**src/rtl/fifo_rr_arb_if.sv**
```systemverilog
// fifo_rr_arb_if: bundle between NCH FWFT FIFO read ports, the arbiter and the downstream sink
// Ports: empty/din (FIFO heads), rd_en (pops), dout/dout_ch/dout_vld/dout_rdy (output handshake), busy
// master = arbiter side, slave = FIFO/sink side
interface fifo_rr_arb_if #(
  parameter int DW  = 8,
  parameter int NCH = 4,
  parameter int CHW = 2
);
  logic [NCH-1:0]    empty;
  logic [NCH*DW-1:0] din;
  logic [NCH-1:0]    rd_en;
  logic [DW-1:0]     dout;
  logic [CHW-1:0]    dout_ch;
  logic              dout_vld;
  logic              dout_rdy;
  logic              busy;
  modport master (input empty, din, dout_rdy, output rd_en, dout, dout_ch, dout_vld, busy);
  modport slave (output empty, din, dout_rdy, input rd_en, dout, dout_ch, dout_vld, busy);
endinterface

```
**src/rtl/fifo_rr_arb.sv**
```systemverilog
// fifo_rr_arb: round-robin arbiter draining up to BURST words per grant from NCH FWFT FIFOs
// Ports: clk, rst (async active-high), bus (fifo_rr_arb_if.master: empty, din, rd_en, dout, dout_ch,
//        dout_vld, dout_rdy, busy)
module fifo_rr_arb #(
  parameter int DW    = 8,
  parameter int NCH   = 4,
  parameter int CHW   = 2,
  parameter int BURST = 4
) (
  input logic           clk,
  input logic           rst,
  fifo_rr_arb_if.master bus
);
  if (NCH < 2 || NCH > 16 || (1 << CHW) < NCH) begin : g_bad_nch
    $fatal(1, "fifo_rr_arb: illegal NCH=%0d / CHW=%0d", NCH, CHW);
  end
  if (BURST < 1 || BURST > 255) begin : g_bad_burst
    $fatal(1, "fifo_rr_arb: illegal BURST=%0d", BURST);
  end
  typedef enum logic {S_IDLE, S_BURST} state_t;
  state_t         state, nxt_state;
  logic [CHW-1:0] grant, last, pick, hi, lo;
  logic [7:0]     cnt;
  logic           acc, pop, any, done, fh;
  logic [DW-1:0]  words [NCH];
  for (genvar i = 0; i < NCH; i++) begin : g_w
    assign words[i] = bus.din[i*DW +: DW];
  end
  assign acc       = !bus.dout_vld || bus.dout_rdy;
  assign pop       = state == S_BURST && !bus.empty[grant] && acc;
  assign bus.rd_en = NCH'(pop) << grant;
  assign bus.busy  = state == S_BURST;
  assign any       = ~&bus.empty;
  // a stalled output (acc==0) freezes the burst regardless of empty
  assign done      = (pop && cnt == 8'(BURST - 1)) || (acc && bus.empty[grant]);
  // cyclic search from last+1: lowest non-empty above last, else lowest non-empty overall
  always_comb begin
    hi = '0;
    lo = last;
    fh = 1'b0;
    for (int i = NCH - 1; i >= 0; i--) begin
      if (!bus.empty[i]) begin
        if (CHW'(i) > last) begin
          hi = CHW'(i);
          fh = 1'b1;
        end
        lo = CHW'(i);
      end
    end
    pick = fh ? hi : lo;
  end
  always_comb begin
    nxt_state = state;
    nxt_state = state == S_IDLE ? (any ? S_BURST : S_IDLE) : (done ? S_IDLE : S_BURST);
  end
  always_ff @(posedge clk or posedge rst) begin
    if (rst) state <= S_IDLE;
    else     state <= nxt_state;
  end
  always_ff @(posedge clk or posedge rst) begin
    if (rst) begin
      grant        <= '0;
      last         <= CHW'(NCH - 1);
      cnt          <= '0;
      bus.dout     <= '0;
      bus.dout_ch  <= '0;
      bus.dout_vld <= 1'b0;
    end else begin
      if (state == S_IDLE && any) begin
        grant <= pick;
        cnt   <= '0;
      end
      if (pop) cnt <= cnt + 8'd1;
      if (state == S_BURST && done) last <= grant;
      if (acc) bus.dout_vld <= pop;
      if (pop) begin
        bus.dout    <= words[grant];
        bus.dout_ch <= grant;
      end
    end
  end
endmodule

```
**src/flat_wrapper.sv**
```systemverilog
// flat-port wrapper written by rule: the top's interface ports become plain ports
module fifo_rr_arb_flat 
#(
  parameter int DW    = 8,
  parameter int NCH   = 4,
  parameter int CHW   = 2,
  parameter int BURST = 4
)
  (clk, rst, bus_empty, bus_din, bus_dout_rdy, bus_rd_en, bus_dout, bus_dout_ch, bus_dout_vld, bus_busy);
  fifo_rr_arb_if #(.DW(DW), .NCH(NCH), .CHW(CHW)) bus_i ();
  input logic clk;
  input logic rst;
  input wire logic [$bits(bus_i.empty)-1:0] bus_empty;
  input wire logic [$bits(bus_i.din)-1:0] bus_din;
  input wire logic [$bits(bus_i.dout_rdy)-1:0] bus_dout_rdy;
  output wire logic [$bits(bus_i.rd_en)-1:0] bus_rd_en;
  output wire logic [$bits(bus_i.dout)-1:0] bus_dout;
  output wire logic [$bits(bus_i.dout_ch)-1:0] bus_dout_ch;
  output wire logic [$bits(bus_i.dout_vld)-1:0] bus_dout_vld;
  output wire logic [$bits(bus_i.busy)-1:0] bus_busy;
  assign bus_i.empty = bus_empty;
  assign bus_i.din = bus_din;
  assign bus_i.dout_rdy = bus_dout_rdy;
  assign bus_rd_en = bus_i.rd_en;
  assign bus_dout = bus_i.dout;
  assign bus_dout_ch = bus_i.dout_ch;
  assign bus_dout_vld = bus_i.dout_vld;
  assign bus_busy = bus_i.busy;
  fifo_rr_arb #(.DW(DW), .NCH(NCH), .CHW(CHW), .BURST(BURST)) u_core (.clk(clk), .rst(rst), .bus(bus_i));
endmodule
```
**config.mk**
```make
export PLATFORM = sky130hd
export DESIGN_NAME = fifo_rr_arb_flat
export DESIGN_NICKNAME = d
export VERILOG_FILES = /design/src/rtl/fifo_rr_arb_if.sv /design/src/rtl/fifo_rr_arb.sv /design/src/flat_wrapper.sv
export SDC_FILE = /design/constraint.sdc
export NUM_CORES = 1
export LEC_CHECK = 0
export CAP_MARGIN = 0
export CORE_MARGIN = 1
export CORE_UTILIZATION = 25
export DETAILED_ROUTE_END_ITERATION = 10
export GPL_ROUTABILITY_DRIVEN = 1
export PLACE_DENSITY = 0.65
export SLEW_MARGIN = 40
export SYNTH_ARGS = -nofsm -noshare
export SYNTH_HDL_FRONTEND = slang
export SYNTH_SLANG_ARGS = --single-unit
```
**constraint.sdc**
```tcl
create_clock -name clk -period 1.9 [get_ports clk]
set_input_delay 0.38 -clock clk [delete_from_list [all_inputs] [get_ports clk]]
set_output_delay 0.38 -clock clk [all_outputs]
set_load 0.05 [all_outputs]
```
== Word-level counts from Yosys, hierarchy flattened ==
Index checks and enable logic that the tools add are counted.

* $add $sub $neg: 1
* $lt $le $gt $ge: 6
* Eq/ne operators: 1
* Shift-type cells: 1
* Muxes and demuxes: 31
* Bitwise logic cells: 2
* Reductions and logical operators: 13

{| class="wikitable"
|+ Operators with widths
! kind !! count
|-
| $mux W8 || 4
|-
| $mux W2 || 13
|-
| $bmux W8 S2 || 1
|-
| $mux W1 || 12
|-
| $add A8 B1 Y8 const B || 1
|-
| $eq A8 B2 Y1 const B || 1
|-
| $logic_and A1 B1 Y1 || 6
|-
| $gt A1 B2 Y1 const A || 2
|-
| $gt A2 B2 Y1 const A || 2
|-
| $reduce_and A4 Y1 || 1
|-
| $shl A1 B2 Y4 || 1
|-
| $ge A3 B3 Y1 const B || 1
|-
| $logic_not A1 Y1 || 3
|-
| $lt A2 B3 Y1 const B || 1
|-
| $not A2 Y3 || 1
|-
| $bmux W1 S2 || 1
|-
| $logic_or A1 B1 Y1 || 2
|-
| $reduce_bool A2 Y1 || 1
|-
| $not A1 Y1 || 1
|}

* Register bits after elaboration: 24
* Input bits: 39
* Output and inout bits: 16
* Logic and storage cells: 62

== Logic depth before layout (Yosys ltp) ==
Gate-level depths: netlist of run 1.

* Depth after elaboration: 10
* Gate-level depth with buffers: 7
* Mapped depth without buffers: 5

== Worst setup path after synthesis of run 1 ==
OpenSTA, ideal clock, no wires.

* Kind: register to output
* From: register u_core.grant[0]
* To: output bus_rd_en[1]
* Data arrival time: 2.517 ns
* Required time: 1.520 ns
* Path slack: -0.997 ns
* Cell stages (with the launch flop): 5
* Path buffers: 2
* Path through: dfrtp_1 buf_6 clkbuf_1 inv_1 nor4_1

* Word-level cells in the longest chain between the ends: 6

{| class="wikitable"
|+ Ends and longest elaborated chain
! what !! line !! source
|-
| start: declaration || fifo_rr_arb.sv:22 || <nowiki>logic [CHW-1:0] grant, last, pick, hi, lo;</nowiki>
|-
| start signal: assignment || fifo_rr_arb.sv:70 || <nowiki>grant <= pick;</nowiki>
|-
| $bmux W1 S2 || fifo_rr_arb.sv:30 || <nowiki>assign pop = state == S_BURST && !bus.empty[grant] && acc;</nowiki>
|-
| $mux W1 (not written as such) || fifo_rr_arb.sv:30 ||
|-
| $logic_not A1 Y1 || fifo_rr_arb.sv:30 ||
|-
| $logic_and A1 B1 Y1 (2 in series) || fifo_rr_arb.sv:30 ||
|-
| $shl A1 B2 Y4 * || fifo_rr_arb.sv:31 || <nowiki>assign bus.rd_en = NCH'(pop) << grant;</nowiki>
|-
| end: declaration || flat_wrapper.sv:16 || <nowiki>output wire logic [$bits(bus_i.rd_en)-1:0] bus_rd_en;</nowiki>
|}

Every way passes the cells marked *; elsewhere a longest branch is shown, timed or not. The select of a mux whose other input is x is not followed.

== Worst setup path after layout of run 1 ==
* From: register u_core.state (netlist: u_core.bus.busy)
* To: output bus_rd_en[2]

* Word-level cells in the longest chain between the ends: 3

{| class="wikitable"
|+ Ends and longest elaborated chain
! what !! line !! source
|-
| start: declaration || fifo_rr_arb.sv:21 || <nowiki>state_t state, nxt_state;</nowiki>
|-
| start signal: assignment || fifo_rr_arb.sv:58 || <nowiki>else state <= nxt_state;</nowiki>
|-
| $logic_and A1 B1 Y1 (2 in series) || fifo_rr_arb.sv:30 ||
|-
| $shl A1 B2 Y4 || fifo_rr_arb.sv:31 ||
|}

Every way passes these cells.

==> metrics.yaml, run 1 <==
status: "finished, final reports clean"
synth_seq_cells: 24
core_um2: 5470
post-synth-top-area-cell: "dfrtp_1"
finalHoldViolCount: 0
swShare: 0.448
grt_pass1_wl_mm: 6.35
wl_met3_um: 146
fin_crit_sh: 0.971
initial_core_util: 0.259
syn-cell-area_um2: 1420
p_sw_mw: 1.68
areaGrowthSynthToFinish_pct: 70.4
peakVddDrop_mv: 0.912
antenna_found_initial: 0
cp_cell_sequence: "clkinvlp_4 > nor2_4 > nand2_4 > nor3_4 > buf_12"
row_count: 27
dieArea_um2: 5970
grt_pass1_vias: 1322
postCtsHoldBufs: 0
vias: 1381
clock_latency_ns: 0.28
leakage_nw: 1.07
place_inst: 276
nFillCells: 516
fin_nets: 256
dr_wl_met2_mm: 2.02
avgViaCountPerCell: 4.81
placed_cell_area_um2: 2190
p_comb_frac: 0.638
drv_cap: 0
io_buffers: 54
synth_area_leaders: "dfrtp_1 (39%), mux4_2 (14%), nand2_1 (10%)"
synth_top_area_frac: 0.389
slowest_stage: "dfrtp_2"
drt-met1-wl_mm: 1.66
syn_inst: 143
cp.arrival_ns: 1.47
tightest_slew_ns: 0.497
r2r-end: "u_core.cnt[2]$_DFFE_PP0P_"
cts_tree: "yes"
cts_made_buffers: 3
route.detailed.drc: 0
finalWirelength_mm: 3.89
cts_root_buffer: "clkbuf_8"
crit_required_ns: 1.52
critPathLaunchType: "flip-flop"
numClockSinks: 24
diodes: 0
ys_seq_area_frac: 0.426
crit_path_max_incr_delay_ns: 0.41
setup_viol: 0
drt_iter0_markers: 94
cts_buffer_depth: 2
ant_nets: 0
fin_hold_ws_ns: 0.456
synth.avg_cell_area_um2: 9.90
slew_headroom: 0.668
crit_fanout: 5
seq_power_share: 0.239
post-place-ws_ns: -0.424
htree_num_levels: 1
grtUsageTotal: 0.135
synth_flop_cell: "dfrtp_1"
cp-end-kind: "primary output"
synth_edf_count: 0
critPathKind: "flip-flop to primary output"
fin_util: 0.441
dieWidth_um: 77.3
rsz0062_at_grt: "true"
ios: 55
syn_nets: 183
final_max_slew_viol_count: 0
async_flop_share: 1.00
p_int_mw: 2.07
r2r_start: "u_core.grant[0]$_DFFE_PP0P_"
die_height_um: 77.3
post-route-min-period_ns: 1.85
yosys_warnings: 0
fmax_ghz: 0.542
gp_congestion: 0.820
r2r_cells: 5
path_clk_slew_ns: 0.09
top_layer_used: "met4"
fin_ws_ns: 0.0549
skew_ns: 0.00781
routedWlPerCell_um: 13.5
final_cells: 287
synth_cell_types: 36
drt_first_pass_iters: 4
p_total_mw: 3.75
min_path_type: "primary input to async pin"
p_per_area_nw_per_um2: 1550
overflow: 0
design_area_um2: 2410
clkPwrFrac: 0.123
layout-drive-gt1-share: 0.326
fin_tns_setup_ns: 0
grt_max_degree: 25
dpl.hpwl_mm: 2.78
regToRegSetupSlack_ns: 0.07
[power by group through the flow]
stage / registers [mW] / clock network (mW) / logic, mW
finish: 0.896 / 0.463 / 2.39
global route: 0.922 / 0.501 / 2.56
CTS: 0.895 / 0.474 / 2.19
detailed placement: 0.898 / 0 / 2.11
global placement: 0.891 / 0 / 2.08
floorplan: 1.28 / 0 / 1.04
[synth_stat cells, types with 2 or more instances]
| master | number |
|---|---|
| nor4_1 | 2 |
| dfrtp_1 | 22 |
| dfstp_2 | 2 |
| or3_1 | 2 |
| nand3_1 | 5 |
| and3_1 | 4 |
| nand2_1 | 39 |
| inv_1 | 4 |
| nand4_1 | 2 |
| nor2_1 | 6 |
| buf_6 | 2 |
| mux2_2 | 4 |
| a211o_1 | 2 |
| mux2i_1 | 2 |
| o21ai_0 | 6 |
| nor2b_1 | 2 |
| a21oi_1 | 3 |
| nor3_1 | 5 |
| clkbuf_1 | 3 |
| o31ai_1 | 2 |
| mux4_2 | 9 |
[critical path: cells and delay by family (launching register included)]
family	cells	cell delay, ns
buf+inv	2	0.33
flops	1	0.41
simple gates	3	0.45
[layer usage]
layer  GRT usage  up-vias
met5           0        -
met2       0.227       29
met3      0.0214        4
li1            -      662
met4      0.0566        0
met1       0.170      686
[final cells by class]
type / instances / area [um^2] / share of cell area
multi-input cells: 109 / 875 / 0.362
repair buffers: 74 / 752 / 0.312
flip-flops and latches: 24 / 607 / 0.251
well taps: 72 / 90.1 / 0.0373
clock buffers: 3 / 41.3 / 0.0171
clock inverters: 1 / 30.0 / 0.0124
inverters: 4 / 18.8 / 0.00778
[timing repair]
item	CTS	global route
endpoints found under the setup margin	21	16
resized for setup	11	13
gates cloned	0	1
buffers inserted	0	6
pin swaps	3	7
[cells in the final DEF, fill, tap and decap left out, types with 2 or more instances in the layout]
| master | count |
|---|---|
| a211o_1 | 2 |
| a21oi_1 | 2 |
| and3_1 | 4 |
| buf_12 | 6 |
| buf_4 | 23 |
| buf_6 | 3 |
| clkbuf_8 | 3 |
| clkdlybuf4s50_1 | 37 |
| dfrtp_1 | 19 |
| dfrtp_2 | 3 |
| dfstp_2 | 2 |
| dlygate4sd2_1 | 2 |
| dlymetal6s2s_1 | 3 |
| inv_1 | 3 |
| mux2_2 | 4 |
| mux2i_1 | 2 |
| mux4_2 | 9 |
| nand2_1 | 38 |
| nand3_1 | 5 |
| nand4_1 | 2 |
| nor2_1 | 5 |
| nor3_1 | 2 |
| nor3_4 | 4 |
| nor4_4 | 2 |
| o21ai_0 | 6 |
| o31ai_1 | 2 |
| or3_4 | 2 |
[how the worst max path moves through the flow]
stage	start	endpoint	slack (ns)	cells past startpoint
3_5_place_dp	bus_empty[0]	u_core.cnt[6]$_DFFE_PP0P_	-0.42	5
6_report	u_core.bus.busy$_DFF_PP0_	bus_rd_en[2]	0.05	5
3_3_place_gp	bus_empty[0]	u_core.cnt[6]$_DFFE_PP0P_	-0.41	5
5_1_grt	u_core.bus.busy$_DFF_PP0_	bus_rd_en[2]	-0.02	5
2_1_floorplan	u_core.grant[0]$_DFFE_PP0P_	bus_rd_en[1]	0.003	4
4_1_cts	bus_empty[2]	u_core.cnt[6]$_DFFE_PP0P_	0.001	5
[flip-flops by register name (all words and copies together), names as in the netlist]
register	count
u_core.bus.busy	1
u_core.bus.dout_ch	2
u_core.grant	2
u_core.last	2
u_core.bus.dout_vld	1
u_core.bus.dout	8
u_core.cnt	8
[kinds of logic after synthesis]
| kind of cell | synth area share |
|---|---|
| mux | 0.189 |
| buf+inv | 0.0406 |
| fa+ha+maj | 0.00883 |
| flops | 0.426 |
| compound gates | 0.0813 |
| simple gates | 0.248 |
| xor+xnor | 0.00618 |
(Power assumes the default switching activity.)
==> run 2, diff against run 1 <==
Settings changed: CORE_UTILIZATION 25 to 30, PLACE_DENSITY 0.65 to 0.73.
==> metrics.yaml, run 2 (synthesis results as in run 1) <==
cts_root_buffer: "clkbuf_8"
dieWidth_um: 70.7  # -8.5%
drt_iter0_markers: 34  # -64%
top_regs: "u_core.bus.dout (8), u_core.cnt (8)"
routedWlPerCell_um: 13.6  # +0.64%
critPathKind: "flip-flop to flip-flop"
critPathLaunchType: "flip-flop"
vias: 1339  # -3.0%
p_int_mw: 2.02  # -2.5%
layout_common_cells: "nand2_1 (38), clkdlybuf4s50_1 (38), buf_4 (19), dfrtp_1 (19), mux4_2 (9)"
cp_cell_sequence: "mux4_2 > or3_4 > o211ai_1 > o31ai_2"
layout-drive-gt1-share: 0.308  # -0.0175
core_um2: 4440  # -19%
initial_core_util: 0.319  # +0.0599
finalHoldViolCount: 0  # unchanged
ios: 55  # unchanged
rsz0062_at_grt: "true"
finalWirelength_mm: 3.58  # -7.8%
min_path_type: "primary input to async pin"
grtUsageTotal: 0.149  # +0.0142
cts_tree: "yes"
overflow: 0  # unchanged
cp.arrival_ns: 1.98  # +0.51 ns
die_height_um: 70.7  # -8.5%
antenna_found_initial: 0  # unchanged
cp-end-kind: "flip-flop"
cp_top_family: "multiplexers"
cts_buffer_depth: 2  # unchanged
cts_made_buffers: 3  # unchanged
seq_power_share: 0.246  # +0.007
tightest_slew_ns: 0.503  # +0.00599 ns
p_comb_frac: 0.631  # -0.007
grt_pass1_wl_mm: 5.98  # -5.9%
p_per_area_nw_per_um2: 1540  # -0.96%
final_max_slew_viol_count: 0  # unchanged
dpl.hpwl_mm: 2.67  # -4.0%
fin_crit_sh: 0.966  # -0.00495
skew_ns: 0.00541  # -0.00241 ns
numClockSinks: 24  # unchanged
path_clk_slew_ns: 0.09  # about the same
crit_path_max_incr_delay_ns: 0.57  # +0.16 ns
p_sw_mw: 1.62  # -3.5%
grt_max_degree: 25  # unchanged
swShare: 0.445  # -0.00262
fin_hold_ws_ns: 0.455  # -0.000723 ns
ant_nets: 0  # unchanged
diodes: 0  # unchanged
violations: "DRC"
drt_first_pass_iters: 7  # +3
slew_headroom: 0.664  # -0.00400
crit_required_ns: 2.05  # +0.53 ns
fmax_ghz: 0.545  # +0.51%
path_buf_inv: 0  # -2
fin_tns_setup_ns: 0  # unchanged
fin_nets: 252  # -1.6%
clkPwrFrac: 0.123  # about the same
leakage_nw: 1.07  # -0.54%
setup_viol: 0  # unchanged
drv_cap: 0  # unchanged
place_inst: 255  # -7.6%
clock_latency_ns: 0.27  # about the same
dieArea_um2: 5000  # -16%
grt_pass1_vias: 1347  # +1.9%
final_cells: 263  # -8.4%
status: "finished with violations"
avgViaCountPerCell: 5.09  # +5.8%
fin_util: 0.532  # +0.0911
slowest_stage: "mux4_2"
postCtsHoldBufs: 0  # unchanged
areaGrowthSynthToFinish_pct: 67.0
gp_congestion: 0.802  # -2.1%
post-route-min-period_ns: 1.84  # -0.00941 ns
row_count: 24  # -11%
htree_num_levels: 1  # unchanged
peakVddDrop_mv: 0.784  # -14%
io_buffers: 54  # unchanged
route.detailed.drc: 2  # +2
crit_fanout: 5  # unchanged
==> run 2: path summary, 6_finish.rpt <==
path                                           startpoint                              to  slack [ns]  cells after the start
min                                                   rst  u_core.bus.dout[1]$_DFFE_PP0P_        0.46                      3
max                           u_core.grant[0]$_DFFE_PP0P_       u_core.cnt[7]$_DFFE_PP0P_        0.06                      4
max in group asynchronous                             rst      u_core.last[0]$_DFFE_PP1P_        1.15                      3
min in group clk           u_core.bus.dout[2]$_DFFE_PP0P_  u_core.bus.dout[2]$_DFFE_PP0P_        0.48                      2
min reg2reg                u_core.bus.dout[2]$_DFFE_PP0P_  u_core.bus.dout[2]$_DFFE_PP0P_        0.48                      2
max reg2reg                   u_core.grant[0]$_DFFE_PP0P_       u_core.cnt[7]$_DFFE_PP0P_        0.06                      4
==> run 2: power groups by stage <==
stage	combinational, mW	sequential (mW)	clock (mW)
3_3_place_gp	2.05	0.893	0
4_1_cts	2.12	0.892	0.457
5_1_grt	2.47	0.926	0.478
3_5_place_dp	2.08	0.892	0
6_report	2.30	0.896	0.447
2_1_floorplan	1.04	1.28	0
==> run 2: tightest hold or removal path: stages <==
cell	delay (ns)
clkdlybuf4s50_1	0.40
inv_1	0.05
buf_4	0.29
==> run 2: through the flow <==
stage	power (mW)	worst slack [ns]	cell area, um^2
6_report	3.64	0.0643	2360
5_1_grt	3.88	-0.0125	2360
4_1_cts	3.47	-0.0164	2260
3_5_place_dp	2.97	-0.419	2160
3_3_place_gp	2.94	-0.376	2160
2_1_floorplan	2.32	0.00251	1480
==> run 2: cell type report <==
class                           count  area, um^2
Fill cell                         388        2080
Multi-Input combinational cell    109         875
Timing Repair Buffer               70         728
Sequential cell                    24         607
Tap cell                           52        65.1
Clock buffer                        3        41.3
Clock inverter                      1        30.0
Inverter                            4        18.8
==> run 2: what timing repair did <==
action | CTS | global route
endpoints found under the setup margin | 21 | 17
cloned | 0 | 1
pin swaps | 2 | 5
buffers inserted | 0 | 3
resized for setup | 6 | 17
hold endpoints to repair | 0 | 0
==> run 2: per-layer routing <==
layer | vias to the layer above | part of all wire | track usage
li1 | 657 | - | -
met1 | 643 | 0.43 | 0.188
met2 | 35 | 0.51 | 0.259
met3 | 4 | 0.049 | 0.0328
met4 | 0 | 0.0070 | 0.0400
met5 | - | 0 | 0
==> run 3, diff against run 2 <==
Settings changed: GPL_TIMING_DRIVEN set to 0, REMOVE_ABC_BUFFERS set to 1, TNS_END_PERCENT set to 100.
==> metrics.yaml, run 3 (synthesis results as in run 1) <==
status: "finished with violations"
violations: "DRC, setup timing"
fin_nets: 246  # -2.4%
nFillCells: 418  # +7.7%
gp_congestion: 0.769  # -4.1%
finalWirelength_mm: 3.79  # +5.7%
leakage_nw: 0.970  # -9.1%
ant_nets: 0  # unchanged
crit_required_ns: 2.05  # about the same
grt_pass1_vias: 1343  # -0.30%
p_per_area_nw_per_um2: 1590  # +3.0%
ios: 55  # unchanged
cts_buffer_depth: 2  # unchanged
fin_ws_ns: -0.00169  # -0.0660 ns
grt_pass1_wl_mm: 6.11  # +2.2%
dieWidth_um: 70.7  # unchanged
vias: 1328  # -0.82%
dieArea_um2: 5000  # unchanged
grt-busiest-layer: "met2"
regArea_um2: 612  # +0.82%
cts_made_buffers: 3  # unchanged
crit_fanout: 7  # +2
min_path_type: "primary input to async pin"
overflow: 0  # unchanged
gr-usage-met3: 0.0399  # +0.00712
drt_iter0_markers: 107  # +210%
clock_latency_ns: 0.27  # about the same
areaGrowthSynthToFinish_pct: 58.3
path_clk_slew_ns: 0.09  # about the same
numClockSinks: 24  # unchanged
post-route-min-period_ns: 1.90  # +0.0660 ns
io_buffers: 54  # unchanged
avgViaCountPerCell: 5.17  # +1.5%
cp.arrival_ns: 2.05  # +0.07 ns
use_met1: 0.195  # +0.00680
fin_util: 0.505  # -0.0276
p_total_mw: 3.56  # -2.3%
layout_common_cells: "clkdlybuf4s50_1 (44), nand2_1 (37), dfrtp_1 (19)"
cp-end-kind: "flip-flop"
die_height_um: 70.7  # unchanged
final_common_cell: "clkdlybuf4s50_1"
final_max_slew_viol_count: 0  # unchanged
routedWlPerCell_um: 14.7  # +8.1%
row_count: 24  # unchanged
fin_crit_sh: 1.00  # +0.0347
top_regs: "u_core.bus.dout (8), u_core.cnt (8)"
final_cells: 257  # -2.3%
grt_max_degree: 25  # unchanged
fin_hold_ws_ns: 0.455  # -0.000319 ns
route.detailed.drc: 12  # +10
grtUsageTotal: 0.153  # +0.00413
critPathLaunchType: "flip-flop"
cts_tree: "yes"
postCtsHoldBufs: 0  # unchanged
setup_viol: 1  # +1
core_um2: 4440  # unchanged
finalHoldViolCount: 0  # unchanged
fmax_ghz: 0.526  # -3.5%
layout-drive-gt1-share: 0.263  # -0.0446
htree_num_levels: 1  # unchanged
tightest_slew_ns: 0.528  # +0.0253 ns
diodes: 0  # unchanged
rsz0062_at_grt: "true"
multi_input_area_um2: 853  # -2.4%
antenna_found_initial: 0  # unchanged
drv_cap: 0  # unchanged
critPathKind: "flip-flop to flip-flop"
initial_core_util: 0.319  # unchanged
skew_ns: 0.00722  # +0.00181 ns
drt_first_pass_iters: 7  # unchanged
peakVddDrop_mv: 0.863  # +10%
grt_util_met2: 0.257  # -0.00107
dpl.hpwl_mm: 2.39  # -10%
place_inst: 242  # -5.1%
cts_root_buffer: "clkbuf_8"
slew_headroom: 0.647  # -0.0163
==> run 3: cell type report <==
cell class	count	share of cell area
flip-flops and latches	24	0.273
inverters	4	0.00670
clock buffers	3	0.0184
repair buffers	64	0.279
well taps	52	0.0290
clock inverters	1	0.0134
multi-input cells	109	0.381
==> run 3: metrics by stage <==
stage	cell area [um^2]	worst slack, ns	TNS, ns
6_report	2240	-0.00169	-0.00169
3_3_place_gp	1980	-1.00	-14.42
4_1_cts	2140	-0.0361	-0.190
5_1_grt	2240	-0.0654	-0.175
2_1_floorplan	1370	-0.925	-8.13
3_5_place_dp	1990	-0.808	-14.48
==> run 3: timing repair <==
action,in CTS,in global routing
setup endpoints to repair,24,20
setup buffers,6,4
pin swaps,5,2
cloned,1,0
endpoints found under the hold margin,0,0
gates resized for setup,47,16
==> run 3: power by group <==
part	switching, mW	internal, mW	leakage [nW]	total, mW
combinational	1.24	0.928	0.638	2.17
sequential	0.183	0.741	0.297	0.925
clock	0.177	0.282	0.0357	0.459
==> run 3: final timing paths <==
| check | start | end | slack (ns) | depth (start not counted) |
|---|---|---|---|---|
| max in group asynchronous | rst | u_core.grant[0]$_DFFE_PP0P_ | 1.03 | 2 |
| worst max register to register | u_core.grant[0]$_DFFE_PP0P_ | u_core.cnt[7]$_DFFE_PP0P_ | -0.002 | 4 |
| worst max-delay path | u_core.grant[0]$_DFFE_PP0P_ | u_core.cnt[7]$_DFFE_PP0P_ | -0.002 | 4 |
| worst min-delay path | rst | u_core.bus.dout[4]$_DFFE_PP0P_ | 0.46 | 2 |
| worst min register to register | u_core.bus.dout[4]$_DFFE_PP0P_ | u_core.bus.dout[4]$_DFFE_PP0P_ | 0.48 | 2 |
| min in group clk | u_core.bus.dout[4]$_DFFE_PP0P_ | u_core.bus.dout[4]$_DFFE_PP0P_ | 0.48 | 2 |
==> run 3: worst max-delay path, cell delays in order (launching register included) <==
cell and delay, ns:
dfrtp_4 0.43, mux4_2 0.57, or3_4 0.47, o211ai_1 0.20
o31ai_1 0.11
==> run 3: layer usage <==
layer | share of wire | up-vias | routed length [um]
met5 | 0 | - | 0
met4 | 0.011 | 0 | 42
met3 | 0.060 | 7 | 227
met2 | 0.49 | 37 | 1870
met1 | 0.43 | 642 | 1640
li1 | - | 642 | -
